### src/rtl/giraffe_adc_emulator.sv
// Chip-side stand-in for the Giraffe ADC: answers each adc_ena rising edge with
// four deterministic words strobed on adc_ack / adc_ack_sub.
module giraffe_adc_emulator #(
  parameter int NUM_bit      = 6,
  parameter int CONV_LATENCY = 4,
  parameter int ACK_HIGH     = 2,
  parameter int ACK_LOW      = 2
) (
  input  logic               clk,
  input  logic               rst,
  input  logic               adc_rstn,
  input  logic               adc_ena,
  input  logic               adc_calib_ena,
  input  logic [8:0]         adc_NOWA,
  output logic               adc_ack,
  output logic               adc_ack_sub,
  output logic [NUM_bit-1:0] adc_dout,
  output logic               busy,
  output logic               overrun,
  output logic [17:0]        conv_cnt
);

  typedef enum logic [2:0] {S_IDLE, S_CONV, S_SETUP, S_ACKH, S_ACKL} state_t;

  localparam logic [15:0]        LAT_LAST = 16'(CONV_LATENCY - 1);
  localparam logic [15:0]        HI_LAST  = 16'(ACK_HIGH - 1);
  localparam logic [15:0]        LO_LAST  = 16'(ACK_LOW - 1);
  localparam logic [NUM_bit-1:0] MID      = {1'b1, {(NUM_bit-1){1'b0}}};
  localparam logic [NUM_bit-1:0] MID_M1   = {1'b0, {(NUM_bit-1){1'b1}}};

  state_t             r_state, w_state_nxt;
  logic [15:0]        r_cyc, w_cyc_nxt;
  logic [1:0]         r_word, w_word_nxt;
  logic               r_ena_d;
  logic               r_calib_l;
  logic [NUM_bit-1:0] r_ofs_l;
  logic [NUM_bit-1:0] r_seq, w_seq_nxt;
  logic               r_ack, w_ack_nxt;
  logic               r_ack_sub, w_ack_sub_nxt;
  logic [NUM_bit-1:0] r_dout, w_dout_nxt;
  logic               r_busy, w_busy_nxt;
  logic               r_overrun, w_overrun_nxt;
  logic [17:0]        r_conv_cnt, w_conv_cnt_nxt;
  logic               w_start, w_load, w_done;
  logic               w_unused_nowa;

  assign w_start       = adc_ena & ~r_ena_d;
  // Only the low NUM_bit bits of the offset are meaningful.
  assign w_unused_nowa = ^adc_NOWA;

  always_ff @(posedge clk or posedge rst) begin
    if (rst) begin
      r_state    <= S_IDLE;
      r_cyc      <= '0;
      r_word     <= '0;
      r_ena_d    <= 1'b0;
      r_calib_l  <= 1'b0;
      r_ofs_l    <= '0;
      r_seq      <= '0;
      r_ack      <= 1'b0;
      r_ack_sub  <= 1'b0;
      r_dout     <= '0;
      r_busy     <= 1'b0;
      r_overrun  <= 1'b0;
      r_conv_cnt <= '0;
    end else begin
      r_ena_d <= adc_ena;
      // adc_rstn low aborts synchronously; the edge detector keeps tracking.
      if (!adc_rstn) begin
        r_state    <= S_IDLE;
        r_cyc      <= '0;
        r_word     <= '0;
        r_seq      <= '0;
        r_ack      <= 1'b0;
        r_ack_sub  <= 1'b0;
        r_dout     <= '0;
        r_busy     <= 1'b0;
        r_overrun  <= 1'b0;
        r_conv_cnt <= '0;
      end else begin
        r_state    <= w_state_nxt;
        r_cyc      <= w_cyc_nxt;
        r_word     <= w_word_nxt;
        r_seq      <= w_seq_nxt;
        r_ack      <= w_ack_nxt;
        r_ack_sub  <= w_ack_sub_nxt;
        r_dout     <= w_dout_nxt;
        r_busy     <= w_busy_nxt;
        r_overrun  <= w_overrun_nxt;
        r_conv_cnt <= w_conv_cnt_nxt;
        if (r_state == S_IDLE && w_start) begin
          r_calib_l <= adc_calib_ena;
          r_ofs_l   <= adc_NOWA[NUM_bit-1:0];
        end
      end
    end
  end

  always_comb begin
    w_state_nxt = r_state;
    w_cyc_nxt   = r_cyc + 16'd1;
    w_word_nxt  = r_word;
    w_load      = 1'b0;
    w_done      = 1'b0;
    case (r_state)
      S_IDLE: begin
        w_cyc_nxt = '0;
        if (w_start) begin
          w_state_nxt = S_CONV;
          w_word_nxt  = 2'd0;
        end
      end
      S_CONV: begin
        if (r_cyc == LAT_LAST) begin
          w_state_nxt = S_SETUP;
          w_cyc_nxt   = '0;
          w_load      = 1'b1;
        end
      end
      S_SETUP: begin
        w_state_nxt = S_ACKH;
        w_cyc_nxt   = '0;
      end
      S_ACKH: begin
        if (r_cyc == HI_LAST) begin
          w_state_nxt = S_ACKL;
          w_cyc_nxt   = '0;
        end
      end
      S_ACKL: begin
        if (r_cyc == LO_LAST) begin
          w_cyc_nxt = '0;
          if (r_word != 2'd3) begin
            w_word_nxt  = r_word + 2'd1;
            w_state_nxt = S_SETUP;
            w_load      = 1'b1;
          end else begin
            w_state_nxt = S_IDLE;
            w_done      = 1'b1;
          end
        end
      end
      default: begin
        w_state_nxt = S_IDLE;
        w_cyc_nxt   = '0;
      end
    endcase
  end

  // Outputs are computed from the next state and registered, so nothing is combinational to the pins.
  always_comb begin
    w_ack_nxt      = (w_state_nxt == S_ACKH) && (w_word_nxt == 2'd0);
    w_ack_sub_nxt  = (w_state_nxt == S_ACKH) && (w_word_nxt != 2'd0);
    w_busy_nxt     = (w_state_nxt != S_IDLE);
    w_dout_nxt     = r_dout;
    w_seq_nxt      = r_seq;
    w_conv_cnt_nxt = w_done ? r_conv_cnt + 18'd1 : r_conv_cnt;
    w_overrun_nxt  = r_overrun | (w_start && (r_state != S_IDLE));
    if (w_load) begin
      if (r_calib_l) begin
        w_dout_nxt = w_word_nxt[0] ? MID_M1 : MID;
      end else begin
        w_dout_nxt = r_seq + r_ofs_l;
        w_seq_nxt  = r_seq + {{(NUM_bit-1){1'b0}}, 1'b1};
      end
    end
  end

  assign adc_ack     = r_ack;
  assign adc_ack_sub = r_ack_sub;
  assign adc_dout    = r_dout;
  assign busy        = r_busy;
  assign overrun     = r_overrun;
  assign conv_cnt    = r_conv_cnt;

endmodule

### config.mk
export PLATFORM = sky130hd
export DESIGN_NAME = giraffe_adc_emulator
export DESIGN_NICKNAME = d
export VERILOG_FILES = /design/src/rtl/giraffe_adc_emulator.sv
export SDC_FILE = /design/constraint.sdc
export NUM_CORES = 1
export LEC_CHECK = 0
export BUFFER_PORTS_ARGS = -buffer_cell sky130_fd_sc_hd__buf_2
export CAP_MARGIN = 20
export CELL_PAD_IN_SITES_DETAIL_PLACEMENT = 1
export CELL_PAD_IN_SITES_GLOBAL_PLACEMENT = 2
export CORE_ASPECT_RATIO = 1.4
export CORE_MARGIN = 1.5
export CORE_UTILIZATION = 37
export DETAILED_ROUTE_END_ITERATION = 10
export HOLD_SLACK_MARGIN = 0.08
export PLACE_DENSITY = 0.79
export SYNTH_ARGS = -nofsm -noshare
export SYNTH_HDL_FRONTEND = slang
export SYNTH_SLANG_ARGS = --single-unit
### constraint.sdc
create_clock -name clk -period 2.43 [get_ports clk]
set_input_delay 0.3645 -clock clk [delete_from_list [all_inputs] [get_ports clk]]
set_output_delay 0.3645 -clock clk [all_outputs]
set_load 0.05 [all_outputs]
# Yosys cells after proc, flatten, opt, wreduce, memory -nomap -nowiden
# Cells that the tools add are included.
dict set report totals {
  regBits 63
  inputBits 14
  out_inout_bits 28
  elab_cells 80
}
dict set report op_classes {
  add_sub_neg 5
  n_eq_ne 11
  muxes 36
  bitwise_logic 3
  reduce_logical 12
}
# op n
set ops {}
lappend ops {{16-bit 2-to-1 mux} 3}
lappend ops {{6-bit 2-to-1 mux} 7}
lappend ops {{18-bit 2-to-1 mux} 2}
lappend ops {{16-bit case mux with 2 select lines} 1}
lappend ops {{18-bit by 1-bit adder with 18-bit output, second input constant} 1}
lappend ops {{16-bit by 1-bit adder with 16-bit output, second input constant} 1}
lappend ops {{16-bit by 1-bit == test with 1-bit output, second input constant} 1}
lappend ops {{16-bit by 2-bit == test with 1-bit output, second input constant} 1}
lappend ops {{3-bit 2-to-1 mux} 5}
lappend ops {{3-bit case mux with 5 select lines} 1}
lappend ops {{1-bit 2-to-1 mux} 10}
lappend ops {{2-bit 2-to-1 mux} 5}
lappend ops {{3-bit by 2-bit == test with 1-bit output, second input constant} 3}
lappend ops {{6-bit by 1-bit adder with 6-bit output, second input constant} 1}
lappend ops {{6-bit adder} 1}
lappend ops {{3-bit nonzero test} 2}
lappend ops {{1-bit logical AND} 4}
lappend ops {{2-bit by 1-bit != test with 1-bit output, second input constant} 2}
lappend ops {{2-bit != test, second input constant} 2}
lappend ops {{2-bit case mux with 2 select lines} 1}
lappend ops {{2-bit AND reduction} 2}
lappend ops {{3-bit by 1-bit == test with 1-bit output, second input constant} 1}
lappend ops {{3-bit == test, second input constant} 1}
lappend ops {{3-bit logical NOT} 1}
lappend ops {{8 further kinds} 8}

# Longest topological paths before layout
dict set report logic_depth {
  depth_word 8
  ltp_mapped 8
  mapped_depth_nobuf 7
}

# Worst setup path after synthesis
# No wires, ideal clock.
dict set report synth_path {
  path_type {flip-flop to flip-flop}
  startpoint {register r_cyc[0]}
  endpoint {register r_busy, in the netlist busy}
  setup_ps 130
  t_arrival_ps 1730
  t_required_ps 2300
  setup_slack_ps 569
  path_stages_with_launch 7
  n_path_buf 0
  synth_period_minus_slack_ps 1861
  path_cell_list {dfrtp_1 > ha_1 > and2_1 > a32oi_1 > nor2_1 > a2111oi_1 > o21bai_1}
}
dict set report synth_between {
  elab_chain_cells 5
  elab_cells_between_ends 8
  classes_between {eq/ne: 2; mux: 5; reduce/logical: 1}
}
# item line
set synth_rtl {}
lappend synth_rtl {{start, declared} 32} ;# logic [15:0] r_cyc, w_cyc_nxt;
lappend synth_rtl {{start signal, assigned} 82} ;# r_cyc <= w_cyc_nxt;
lappend synth_rtl {{16-bit by 1-bit == test with 1-bit output / 16-bit by 2-bit == test with 1-bit output (equally long branches)} {125, 131, 114}}
lappend synth_rtl {{3-bit 2-to-1 mux (on tied branches)} {131, 114, 125}}
lappend synth_rtl {{3-bit case mux with 5 select lines *} 105} ;# case (r_state)
lappend synth_rtl {{3-bit nonzero test *} 154} ;# w_busy_nxt = (w_state_nxt != S_IDLE);
lappend synth_rtl {{1-bit 2-to-1 mux *} 69} ;# if (!adc_rstn) begin
lappend synth_rtl {{end signal, assigned} 88} ;# r_busy <= w_busy_nxt;
lappend synth_rtl {{end, declared} 41} ;# logic r_busy, w_busy_nxt;
# Every way passes the cells marked *; elsewhere a longest branch is shown, timed or not.
# A chain may end at the register's enable or synchronous reset.

# Worst setup path in the final report
dict set report layout_path {
  startpoint {register r_cyc[7]}
  endpoint {register r_dout[1], in the netlist adc_dout[1]}
}
dict set report layout_between {
  elab_chain_cells 7
  elab_cells_between_ends 12
  classes_between {eq/ne: 3; mux: 9}
}
# item line
set layout_rtl {}
lappend layout_rtl {{16-bit by 1-bit == test with 1-bit output} 131} ;# if (r_cyc == LO_LAST) begin
lappend layout_rtl {{2-bit 2-to-1 mux} 131}
lappend layout_rtl {{2-bit case mux with 2 select lines} 105}
lappend layout_rtl {{6-bit 2-to-1 mux} 161} ;# w_dout_nxt = w_word_nxt[0] ? MID_M1 : MID;
lappend layout_rtl {{6-bit 2-to-1 mux} 160} ;# if (r_calib_l) begin
lappend layout_rtl {{6-bit 2-to-1 mux} 159} ;# if (w_load) begin
lappend layout_rtl {{6-bit 2-to-1 mux} 69}
lappend layout_rtl {{end signal, assigned} 87} ;# r_dout <= w_dout_nxt;
lappend layout_rtl {{end, declared} 40} ;# logic [NUM_bit-1:0] r_dout, w_dout_nxt;
# Several ways; a longest one is shown, not always the timed one. The select of a mux whose other input is x is not followed.

==> metrics.txt <==
Nets 408; Cell Count, Final, Fillers Out around 500; worst setup margin 324 ps; Worst Skew between 6 and 7 ps; Setup TNS 0 ps; CP required approximately 2600 ps; Fmax achieved ~470 MHz; initial antenna violation count 0; WL per Instance between 15 and 20 µm; static leakage about 1.9 nW; core area 9030 µm²; largest net degree at the start of global routing 40; Area contributors post-synth dfrtp_1 46%, xor2_1 4.6%, nor2_1 4.3%, xnor2_1 4.1%, ha_1 3.3%; most frequent cells in the layout 63 x dfrtp_1, 39 x nor2_1, 38 x buf_2; Post-CTS Setup Repair Bufs 0; detailed placement HPWL 5780 µm; Avg Cell Area, Syn about 10 µm²; # resized after CTS 0; synthesized instance count approximately 340; Via density between 5 and 6; post-synth cell types between 50 and 60; Ports 42; Final setup viols 0; final antenna-violating net count 0; RePlAce Congestion roughly 0.76; Rel. slew slack between 60 and 70%; cell total after placement 480; sequential-to-total area share from yosys stat a little under half; register area between 1500 and 2000 µm²; Die Height approximately 120 µm; first-pass GRT wire length about 14000 µm; Clock Path Buffers 2; Worst-path clk slew about 50 ps; worst-margin pin slew between 500 and 600 ps; floorplan row count 41; reg2reg end adc_dout[1]; Synth Net Count 363; hold_buf cts 0; commonest non-fill, non-tap cell in the layout dfrtp_1; worst hold path type input pin to async pin; Startpoint Class flop; fill cell count around 1000; RSZ-0062 raised after global routing false; Final Critical Period between 2000 and 2500 ps; Crit Path Class flop to flop; Final Core Density a little under half; diode count 0; Port-buffer cells 38; CTS sink cnt 63; GR Util met2 about a third; Die Wd about 84 µm; ys async rst share 100%; vias in the first global route 2918; EDFF count, synth 0; area of the multi-input gates 1760 µm²; Synth area leader dfrtp_1; Pwr Total approximately 2.8 mW; CTS Buf Count 9; Setup crit end adc_dout[1]; pwr dens between 600 and 700 nW/µm²; CP endpoint kind flop; die area 9890 µm²; TritonRoute pass-1 iters 4; outcome finished clean; Final Cycle Share roughly 87%; R2R setup slack 320 ps; timing startpoint of the critical path r_cyc[7]; Synth Cell Area roughly 3400 µm²; Worst Path Arrival roughly 2300 ps; Final Hold Viols 0; Post-Route WL ~8000 µm; main flop type after synthesis dfrtp_1; Most Used Layer, Global Route met2; DRC errors left 0; DP Worst Slack approximately 300 ps; DR vias about 2700; synthesis warning total 0; Worst Path Max Fanout 7; #FFs+latches synth 63; GR Util met3 4.21%; Initial Utilization 38.1%; share of the synthesized area in the top cell type a little under half; H-Tree Depth 3; pins over their slew limit 0; maximum vdd drop around 0.44 mV; total global-route track usage a little under a fifth; final global-route overflow total 0; worst flop-to-flop path startpoint r_cyc[7]; Initial DRC Count ~130; Worst R2R Path Depth 5; Clk Latency, worst-skew pair around 340 ps; synthesis-to-layout area growth 19.7%; clk root buf clkbuf_16; met1 Use GR 20.1%; layout cells sized above 1 21.1%; TritonCTS clock tree done; Max Cap Viol 0
[final cells by class]
| cell class | count | area share (%) |
|---|---|---|
| inverters | 11 | 1.00 |
| clock inverters | 7 | 2.95 |
| well taps | 107 | 3.25 |
| multi-input cells | 254 | 42.8 |
| repair buffers | 45 | 6.20 |
| flip-flops and latches | 63 | 38.3 |
| clock buffers | 9 | 5.47 |
[registers in the layout (all words and copies together), names as in the netlist]
register,flops
busy,1
r_calib_l,1
overrun,1
conv_cnt,18
adc_ack_sub,1
r_ena_d,1
r_cyc,16
adc_dout,6
r_state,3
adc_ack,1
r_ofs_l,6
r_word,2
r_seq,6
[cell usage after synthesis, types with 2 or more instances]
master	number
inv_1	10
nand2b_1	8
and3_1	8
o21a_1	4
clkbuf_1	5
nand2_1	24
nor3b_1	6
ha_1	9
buf_6	2
xnor2_1	16
nand3_1	19
a211oi_1	2
nor4_1	2
and2_1	11
buf_2	3
nor3_2	2
nor2b_1	4
o31ai_1	3
and4_1	7
a21oi_1	5
nor2_1	39
dfrtp_1	63
o32ai_1	3
mux2i_1	5
mux2_2	8
nor3_1	15
nand4_1	6
o21ai_0	6
nor4_2	4
xor2_1	18
[logic make-up (layout without fill, tap and decap cells)]
group / after synthesis / count (layout) / share of synthesized area (%)
flip-flops: 63 / 63 / 45.9
adder cells (fa/ha/maj): 10 / 10 / 3.86
multiplexers: 13 / 13 / 4.08
AO/OA/AOI/OAI: 36 / 36 / 8.73
XOR/XNOR: 34 / 34 / 8.66
buffers and inverters: 22 / 72 / 2.95
AND/OR/NAND/NOR: 161 / 161 / 25.9
[critical path, cell delays in order, from the launching register on]
cell and delay (ps):
dfrtp_1 450, nor4_4 340, and4_1 480, a21oi_2 150, o32ai_4 400, o32ai_1 150
[how the worst min path moves through the flow]
| stage | slack, ps | to |
|---|---|---|
| 5_1_grt | 120 | r_ena_d |
| 3_5_place_dp | 450 | r_ena_d |
| 4_1_cts | 90 | r_ena_d |
| 2_1_floorplan | 400 | r_ena_d |
| 6_report | 70 | r_ena_d |
| 3_3_place_gp | 450 | r_ena_d |
[metal layers]
layer  part of all wire [%]  vias to the layer above
li1                       -                     1286
met4                    2.5                        0
met2                     53                       40
met1                     41                     1345
met3                    3.1                       17
met5                      0                        -
[per-stage QoR]
stage               cell area [µm²]  hold WS [ps]
finish                         4110          73.7
global route                   4110           118
CTS                            4110          92.9
detailed placement             3770           449
global placement               3770           448
floorplan                      3440           396
[power breakdown]
group          leakage [nW]  internal (mW)  switching [mW]  total [mW]
Combinational         0.855         0.0832           0.121       0.205
Clock                 0.170           1.00           0.495        1.50
Sequential            0.861           1.08          0.0361        1.12
No activity file was read; power rests on OpenSTA's default activity.
